## src/rtl/serial_sub_pkg.sv

```systemverilog
// rtl/serial_sub_pkg.sv - shared definitions for bit-serial ALU blocks
// Purpose: FSM state encoding and the counter-width helper for serial datapaths.
// Ports: none (package).
package serial_sub_pkg;

  typedef enum logic {
    S_IDLE = 1'b0,
    S_RUN  = 1'b1
  } state_e;

  // Bits needed to count 0..n-1; never returns less than 1 so a
  // two-bit operand still gets a usable counter.
  function automatic int cnt_width(input int n);
    int w;
    w = 1;
    for (int i = 0; i < 31; i++) begin
      if ((1 << w) < n) w = w + 1;
    end
    return w;
  endfunction

endpackage

```

## src/rtl/serial_subtractor_fs.sv

```systemverilog
// rtl/serial_subtractor_fs.sv - half and full subtractor cells
// Purpose: one-bit subtract cells used by the serial subtract engine.
// Ports (half_subtractor): x, y in; diff = x^y, bout = ~x&y out.
// Ports (full_subtractor): x, y, bin in; diff = x^y^bin, bout = borrow out.
module half_subtractor (
  input  logic x,
  input  logic y,
  output logic diff,
  output logic bout
);

  assign diff = x ^ y;
  assign bout = ~x & y;

endmodule

module full_subtractor (
  output logic diff,
  output logic bout,
  input  logic x,
  input  logic y,
  input  logic bin
);

  logic d1;
  logic b1;
  logic b2;

  half_subtractor u_hs0 (
    .x    (x),
    .y    (y),
    .diff (d1),
    .bout (b1)
  );

  // Second stage borrows only when x==y, giving ~(x^y)&bin.
  half_subtractor u_hs1 (
    .x    (d1),
    .y    (bin),
    .diff (diff),
    .bout (b2)
  );

  assign bout = b1 | b2;

endmodule

```

## src/rtl/serial_subtractor.sv

```systemverilog
// rtl/serial_subtractor.sv - bit-serial A - B - bin engine, LSB first
// Purpose: accepts operands on start while ready, resolves one bit per clock
//   through a single full_subtractor, then presents diff/bout with a done pulse.
// Ports: clk, rst_n (async active-low); start, a, b, bin in;
//   ready, busy, done, diff, bout out (all registered or decoded from state).
module serial_subtractor
  import serial_sub_pkg::*;
#(
  parameter int WIDTH = 8
) (
  input  logic             clk,
  input  logic             rst_n,
  input  logic             start,
  input  logic [WIDTH-1:0] a,
  input  logic [WIDTH-1:0] b,
  input  logic             bin,
  output logic             ready,
  output logic             busy,
  output logic             done,
  output logic [WIDTH-1:0] diff,
  output logic             bout
);

  localparam int CW = cnt_width(WIDTH);
  localparam logic [CW-1:0] CNT_LAST = CW'(WIDTH - 1);

  state_e           state_q,  state_d;
  logic [WIDTH-1:0] a_sr_q,   a_sr_d;
  logic [WIDTH-1:0] b_sr_q,   b_sr_d;
  logic [WIDTH-1:0] res_sr_q, res_sr_d;
  logic             brw_q,    brw_d;
  logic [CW-1:0]    cnt_q,    cnt_d;
  logic [WIDTH-1:0] diff_q,   diff_d;
  logic             bout_q,   bout_d;
  logic             done_q,   done_d;

  logic cell_d;
  logic cell_bo;

  full_subtractor u_fs (
    .diff (cell_d),
    .bout (cell_bo),
    .x    (a_sr_q[0]),
    .y    (b_sr_q[0]),
    .bin  (brw_q)
  );

  always_comb begin
    state_d  = state_q;
    a_sr_d   = a_sr_q;
    b_sr_d   = b_sr_q;
    res_sr_d = res_sr_q;
    brw_d    = brw_q;
    cnt_d    = cnt_q;
    diff_d   = diff_q;
    bout_d   = bout_q;
    done_d   = 1'b0;

    case (state_q)
      S_IDLE: begin
        if (start) begin
          a_sr_d  = a;
          b_sr_d  = b;
          brw_d   = bin;
          cnt_d   = '0;
          state_d = S_RUN;
        end
      end
      S_RUN: begin
        a_sr_d   = a_sr_q >> 1;
        b_sr_d   = b_sr_q >> 1;
        // New bit enters at the MSB so after WIDTH shifts bit 0 is the LSB result.
        res_sr_d = (res_sr_q >> 1) | {cell_d, {(WIDTH-1){1'b0}}};
        brw_d    = cell_bo;
        if (cnt_q == CNT_LAST) begin
          // Result is committed only here so diff/bout stay stable during RUN.
          diff_d  = res_sr_d;
          bout_d  = cell_bo;
          done_d  = 1'b1;
          state_d = S_IDLE;
        end else begin
          cnt_d = cnt_q + 1'b1;
        end
      end
      default: state_d = S_IDLE;
    endcase
  end

  always_ff @(posedge clk or negedge rst_n) begin
    if (!rst_n) begin
      state_q  <= S_IDLE;
      a_sr_q   <= '0;
      b_sr_q   <= '0;
      res_sr_q <= '0;
      brw_q    <= 1'b0;
      cnt_q    <= '0;
      diff_q   <= '0;
      bout_q   <= 1'b0;
      done_q   <= 1'b0;
    end else begin
      state_q  <= state_d;
      a_sr_q   <= a_sr_d;
      b_sr_q   <= b_sr_d;
      res_sr_q <= res_sr_d;
      brw_q    <= brw_d;
      cnt_q    <= cnt_d;
      diff_q   <= diff_d;
      bout_q   <= bout_d;
      done_q   <= done_d;
    end
  end

  assign ready = (state_q == S_IDLE);
  assign busy  = (state_q == S_RUN);
  assign done  = done_q;
  assign diff  = diff_q;
  assign bout  = bout_q;

endmodule
```

## config.mk

```make
export PLATFORM = sky130hd
export DESIGN_NAME = serial_subtractor
export DESIGN_NICKNAME = d
export VERILOG_FILES = /design/src/rtl/serial_sub_pkg.sv /design/src/rtl/serial_subtractor_fs.sv /design/src/rtl/serial_subtractor.sv
export SDC_FILE = /design/constraint.sdc
export NUM_CORES = 1
export LEC_CHECK = 0
export ABC_AREA = 1
export CORE_MARGIN = 1.5
export CORE_UTILIZATION = 30
export CTS_BUF_LIST = sky130_fd_sc_hd__clkbuf_2 sky130_fd_sc_hd__clkbuf_4 sky130_fd_sc_hd__clkbuf_8
export DETAILED_ROUTE_END_ITERATION = 10
export GPL_ROUTABILITY_DRIVEN = 0
export SKIP_CTS_REPAIR_TIMING = 1
export SYNTH_ARGS = -nofsm -noshare
export SYNTH_HDL_FRONTEND = slang
export SYNTH_HIERARCHICAL = 1
export SYNTH_SLANG_ARGS = --single-unit
```

## constraint.sdc

```tcl
create_clock -name clk -period 3.3 [get_ports clk]
set_input_delay 0.495 -clock clk [delete_from_list [all_inputs] [get_ports clk]]
set_output_delay 0.495 -clock clk [all_outputs]
set_load 0.005 [all_outputs]
```

==> results of run 1 <==
cells by family (layout without fill, tap and decap cells):
group,Yosys count,in the layout,share of synthesized area
simple gates,101,101,0.291
flops,38,38,0.531
buf+inv,27,57,0.0964
compound gates,14,14,0.0538
fa+ha+maj,4,4,0.0279
worst max-delay path, delay by kind of cell (launching register included):
family / cells / cell delay, ns
flops: 1 / 0.74
buf+inv: 2 / 0.70
flip-flops by register name, summed over array words and instances, names as in the netlist:
register  count
cnt_q         3
b_sr_q        8
bout          1
diff          8
busy          1
done          1
a_sr_q        8
brw_q         1
res_sr_q      7
worst max-delay path by stage:
stage / start / end / slack (ns) / cells after the start
finish: busy / ready / 1.07 / 2
global route: busy / ready / 0.94 / 2
CTS: busy / ready / 1.05 / 2
detailed placement: start / cnt_q[0] / 1.23 / 4
global placement: start / cnt_q[2] / 1.24 / 4
floorplan: busy / ready / 2.06 / 3
routing by layer:
metal / track usage / part of all wire / vias up
li1: - / - / 641
met1: 0.151 / 0.46 / 582
met2: 0.187 / 0.47 / 20
met3: 0.0420 / 0.051 / 6
met4: 0.0569 / 0.021 / 0
met5: 0 / 0 / -
metrics by stage:
| stage | setup slack (ns) | area (um^2) | power, mW |
|---|---|---|---|
| finish | 1.07 | 2170 | 1.77 |
| global route | 0.935 | 2170 | 1.95 |
| CTS | 1.05 | 2170 | 1.81 |
| detailed placement | 1.23 | 2090 | 1.51 |
| global placement | 1.24 | 2090 | 1.48 |
| floorplan | 2.06 | 1790 | 1.31 |
power groups by stage:
| stage | logic [mW] | registers, mW | clock network (mW) |
|---|---|---|---|
| finish | 0.680 | 0.796 | 0.299 |
| global route | 0.791 | 0.829 | 0.326 |
| CTS | 0.700 | 0.800 | 0.309 |
| detailed placement | 0.701 | 0.805 | 0 |
| global placement | 0.681 | 0.802 | 0 |
| floorplan | 0.545 | 0.766 | 0 |
layout by cell type (no fill, tap or decap), types with 2 or more instances in the layout:
cell type         n
clkbuf_8          5
clkdlybuf4s50_1  30
clkinv_2          2
dfrtp_1          38
ha_1              4
inv_1            17
nand2_1          54
nand2_2          10
nand3_1          25
nand3_2          10
o21ai_0           7
o21ai_2           7
final cells by class:
class | count | area share
clock inverters | 2 | 0.00461
repair buffers | 32 | 0.144
flip-flops and latches | 38 | 0.438
multi-input cells | 119 | 0.308
inverters | 18 | 0.0323
clock buffers | 5 | 0.0317
well taps | 72 | 0.0415
==> reports/results.ini, run 1 <==
[setup_path]
reg2reg_from = busy
start_kind = flop
rr_worst_depth = 4
worst_path_max_delay_cell = dfrtp_1
cp_data_required_time_ns = 2.80
crit_chain = inv_4, clkdlybuf4s50_1
cp_slowest_stage_delay_ns = 0.74
r2r_setup_slack_ns = 1.74
path_max_fanout = 19
r2r-end = a_sr_q[1]
cp.arrival_ns = 1.74
end_kind = output pin
worstSetupPathType = flop to output pin

[finish]
final_cells = 286
multi_input_area_um2 = 668
final_nets = 238
drive_gt1_frac = 0.182
antenna_cells = 0
fin_util = 0.385
seq_area_um2 = 951
area.growth.synth_to_final_pct = 21.2
nFillCells = 582

[synthesis]
synth_edf_count = 0
ys_ff_latch = 38
synthArstFlopShare = 1.00
seq_area_frac_synth = 0.531
synth.cell_area_mm2 = 0.00179
synth_fp_nets = 208
synth_top_area_frac = 0.531
yosysTopAreaCell = dfrtp_1
yosysUniqueCellTypes = 16
avgSynthCellArea_um2 = 9.74
synth_common_cells = nand2_1, dfrtp_1, nand3_1
synth-main-ff-cell = dfrtp_1
synthTopCellsByArea = dfrtp_1, nand2_1, nand3_1
synth_most_common_cell = nand2_1
synth-warning-count = 6
synthCells = 184

[floorplan]
initial_core_util = 0.318
dieHeight_um = 80.3
io_pins = 32
dieArea_mm2 = 0.00644
die_w_um = 80.3
core_mm2 = 0.00564
row_count = 27

[timing]
period_needed_ns = 2.23
worst_slew_pin_slew_ns = 0.841
drv_slew = 0
fmax_mhz = 448
final.setup.tns_ns = 0
holdWs_ns = 0.308
finalSetupViolations = 0
finalHoldViolCount = 0
fin_crit_sh = 0.676
skew_ns = 0.00594
relSlewSlack = 0.439
rsz0062_at_grt = false

[grt]
antenna_found_initial = 0
grt_first_pass_wirelength_mm = 5.91
grt_pass1_vias = 1303
grt_max_degree = 39
grt_overflow_total = 0
groute.usage.overall = 0.121

[clock_network]
cts.sinks = 38
clockBufferDepth = 2
cts-buffers-inserted = 5
insertion_delay_ns = 0.29
clkTransAtPathRegs_ns = 0.07
htreeDepth = 2
cts_root_buffer = clkbuf_8
tritoncts = built

[place]
portBuffers = 31
place_hpwl_mm = 2.26
dp_cells = 279

[routing]
drt_iter0_drc = 51
drtAntennaViolNets = 0
viasPerCell = 4.37
wl_per_cell_um = 11.4
firstDrtPassIters = 4
totalWireLength_mm = 3.27
vias = 1249
drc = 0

[power]
p_leak_nw = 1.09
p_sw_frac = 0.364
seqPwrFrac = 0.449
p_per_area_mw_per_mm2 = 818
pwr-share-clk = 0.168
comb_power_share = 0.383
p_switching_uw = 645
internal_power_mw = 1.13
vdd_ir_drop_max_mv = 0.234

[status]
status = finished clean

[job]
max_cap_violations = 0

[hold_path]
hp-class = input pin to asynchronous set/reset pin

No activity file was read; power rests on OpenSTA's default activity.
==> run 2, diff against run 1 <==
clock period = 2.1 ns   (was 3.3 ns; I/O delays follow)
==> run 2 against run 1 <==
Compared with the run above: critical endpoint is now busy; largest power group unchanged; largest cell class unchanged; clock skew grew 0.0013 ns; combinational power grew 66%; critical path type unchanged; the run now ends with negative hold slack left; die area is the same; highest routed layer unchanged; sequential cell count is the same; total power grew 62%; register-to-register slack lost 0.98 ns; clock power grew 78%; via count grew 3.4%; final cell count grew 2.1%.
==> reports/results.ini, run 2 (synthesis results as in run 1) <==
[status]
status = finished, violations left  ; was finished clean
violations = negative hold slack

[finish]
final_nets = 243  ; was 238
final_common_cell = nand2_1  ; unchanged
drive_gt1_frac = 0.205  ; was 0.182
antenna_cells = 0  ; unchanged
final_cell_mix = nand2_1, dfrtp_1, clkdlybuf4s50_1  ; unchanged
area.growth.synth_to_final_pct = 24.2  ; was 21.2%

[place]
portBuffers = 31  ; unchanged
place_hpwl_mm = 2.38  ; was 2.26 mm

[setup_path]
cp_slowest_stage_delay_ns = 0.53  ; was 0.74 ns
worst_path_max_delay_cell = clkdlybuf4s50_1  ; was dfrtp_1
cp_data_required_time_ns = 1.78  ; was 2.80 ns
cp.arrival_ns = 1.49  ; was 1.74 ns
path_max_fanout = 10  ; was 19
start_kind = flop  ; unchanged
r2r_setup_slack_ns = 0.76  ; was 1.74 ns
rr_worst_depth = 6  ; was 4
cp_num_buf_inv = 2  ; unchanged
end_kind = output pin  ; unchanged
r2r-end = diff[7]  ; was a_sr_q[1]
crit_chain = buf_4, clkdlybuf4s50_1  ; was inv_4, clkdlybuf4s50_1
cpLargestDelayFamily = buffers and inverters  ; was flip-flops
reg2reg_from = cnt_q[0]  ; was busy
worstSetupPathType = flop to output pin  ; unchanged

[timing]
finalHoldViolCount = 20  ; was 0
period_needed_ns = 1.81
fin_crit_sh = 0.860
finalSetupViolations = 0  ; unchanged
relSlewSlack = 0.672  ; was 0.439
skew_ns = 0.00726  ; was 0.00594 ns
worst_slew_pin_slew_ns = 0.492  ; was 0.841 ns
holdWs_ns = -0.0208  ; was 0.308 ns
rsz0062_at_grt = false  ; unchanged
final.setup.tns_ns = 0  ; unchanged
drv_slew = 0  ; unchanged
fmax_mhz = 554

[routing]
wl_per_cell_um = 11.6  ; was 11.4 um
viasPerCell = 4.42  ; was 4.37
vias = 1292  ; was 1,249
drc = 0  ; unchanged
firstDrtPassIters = 4  ; unchanged
drt_iter0_drc = 112  ; was 51
drtAntennaViolNets = 0  ; unchanged
totalWireLength_mm = 3.39  ; was 3.27 mm

[clock_network]
clkTransAtPathRegs_ns = 0.08  ; was 0.07 ns
tritoncts = built  ; unchanged
insertion_delay_ns = 0.29  ; about the same
cts-buffers-inserted = 5  ; unchanged
cts.sinks = 38  ; unchanged
clockBufferDepth = 2  ; unchanged
htreeDepth = 2  ; unchanged
cts_root_buffer = clkbuf_8  ; unchanged

[power]
p_leak_nw = 1.12  ; was 1.09 nW
p_per_area_mw_per_mm2 = 1290  ; was 818 mW/mm^2
vdd_ir_drop_max_mv = 0.541  ; was 0.234 mV

[grt]
grt_overflow_total = 0  ; unchanged
grt_pass1_vias = 1270  ; was 1,303
groute.usage.overall = 0.122  ; was 0.121
grt_first_pass_wirelength_mm = 6.01  ; was 5.91 mm
antenna_found_initial = 0  ; unchanged
grt_max_degree = 23  ; was 39

[floorplan]
io_pins = 32  ; unchanged
core_mm2 = 0.00564  ; unchanged
dieArea_mm2 = 0.00644  ; unchanged
die_w_um = 80.3  ; unchanged
initial_core_util = 0.318  ; unchanged
dieHeight_um = 80.3  ; unchanged
row_count = 27  ; unchanged

[job]
max_cap_violations = 0  ; unchanged

[hold_path]
hp-class = input pin to asynchronous set/reset pin  ; unchanged

[run 2: power breakdown]
part           leakage, nW  switching (mW)  internal (mW)
registers            0.485           0.174           1.04
clock network       0.0472           0.267          0.264
logic                0.583           0.596          0.534
total                 1.12            1.04           1.84
[run 2: cell type report]
type | count | area [um^2]
timing repair buffer | 37 | 350
clock buffer | 6 | 82.6
clock inverter | 2 | 12.5
multi-input combinational | 119 | 668
sequential | 38 | 951
inverter | 18 | 70.1
fill | 565 | 3420
tap | 72 | 90.1
[run 2: per-layer routing]
| metal | up-vias | GRT usage | share of wire |
|---|---|---|---|
| met5 | - | 0 | 0 |
| met4 | 0 | 0.0569 | 0.012 |
| met3 | 5 | 0.0284 | 0.037 |
| met2 | 21 | 0.175 | 0.44 |
| met1 | 609 | 0.174 | 0.51 |
| li1 | 657 | - | - |
[run 2: worst max-delay path by stage]
| stage | start | endpoint | slack, ns | depth (start not counted) |
|---|---|---|---|---|
| after floorplan | b_sr_q[0] | res_sr_q[7] | 0.87 | 7 |
| after global placement | start | b_sr_q[6] | 0.53 | 4 |
| after detailed placement | start | b_sr_q[1] | 0.51 | 4 |
| after CTS | busy | busy | 0.27 | 2 |
| after global routing | busy | busy | 0.23 | 2 |
| final | busy | busy | 0.29 | 2 |
[run 2: through the flow]
| step | utilization | worst slack (ns) | std cells | total power [mW] | instance area, um^2 |
|---|---|---|---|---|---|
| 2_1_floorplan | - | 0.867 | 184 | 2.06 | 1790 |
| 3_3_place_gp | 0.377 | 0.527 | 284 | 2.36 | 2130 |
| 3_5_place_dp | 0.377 | 0.515 | 284 | 2.38 | 2130 |
| 4_1_cts | 0.394 | 0.273 | 292 | 2.93 | 2220 |
| 5_1_grt | 0.394 | 0.226 | 292 | 3.15 | 2220 |
| 6_report | 0.394 | 0.293 | 292 | 2.88 | 2220 |
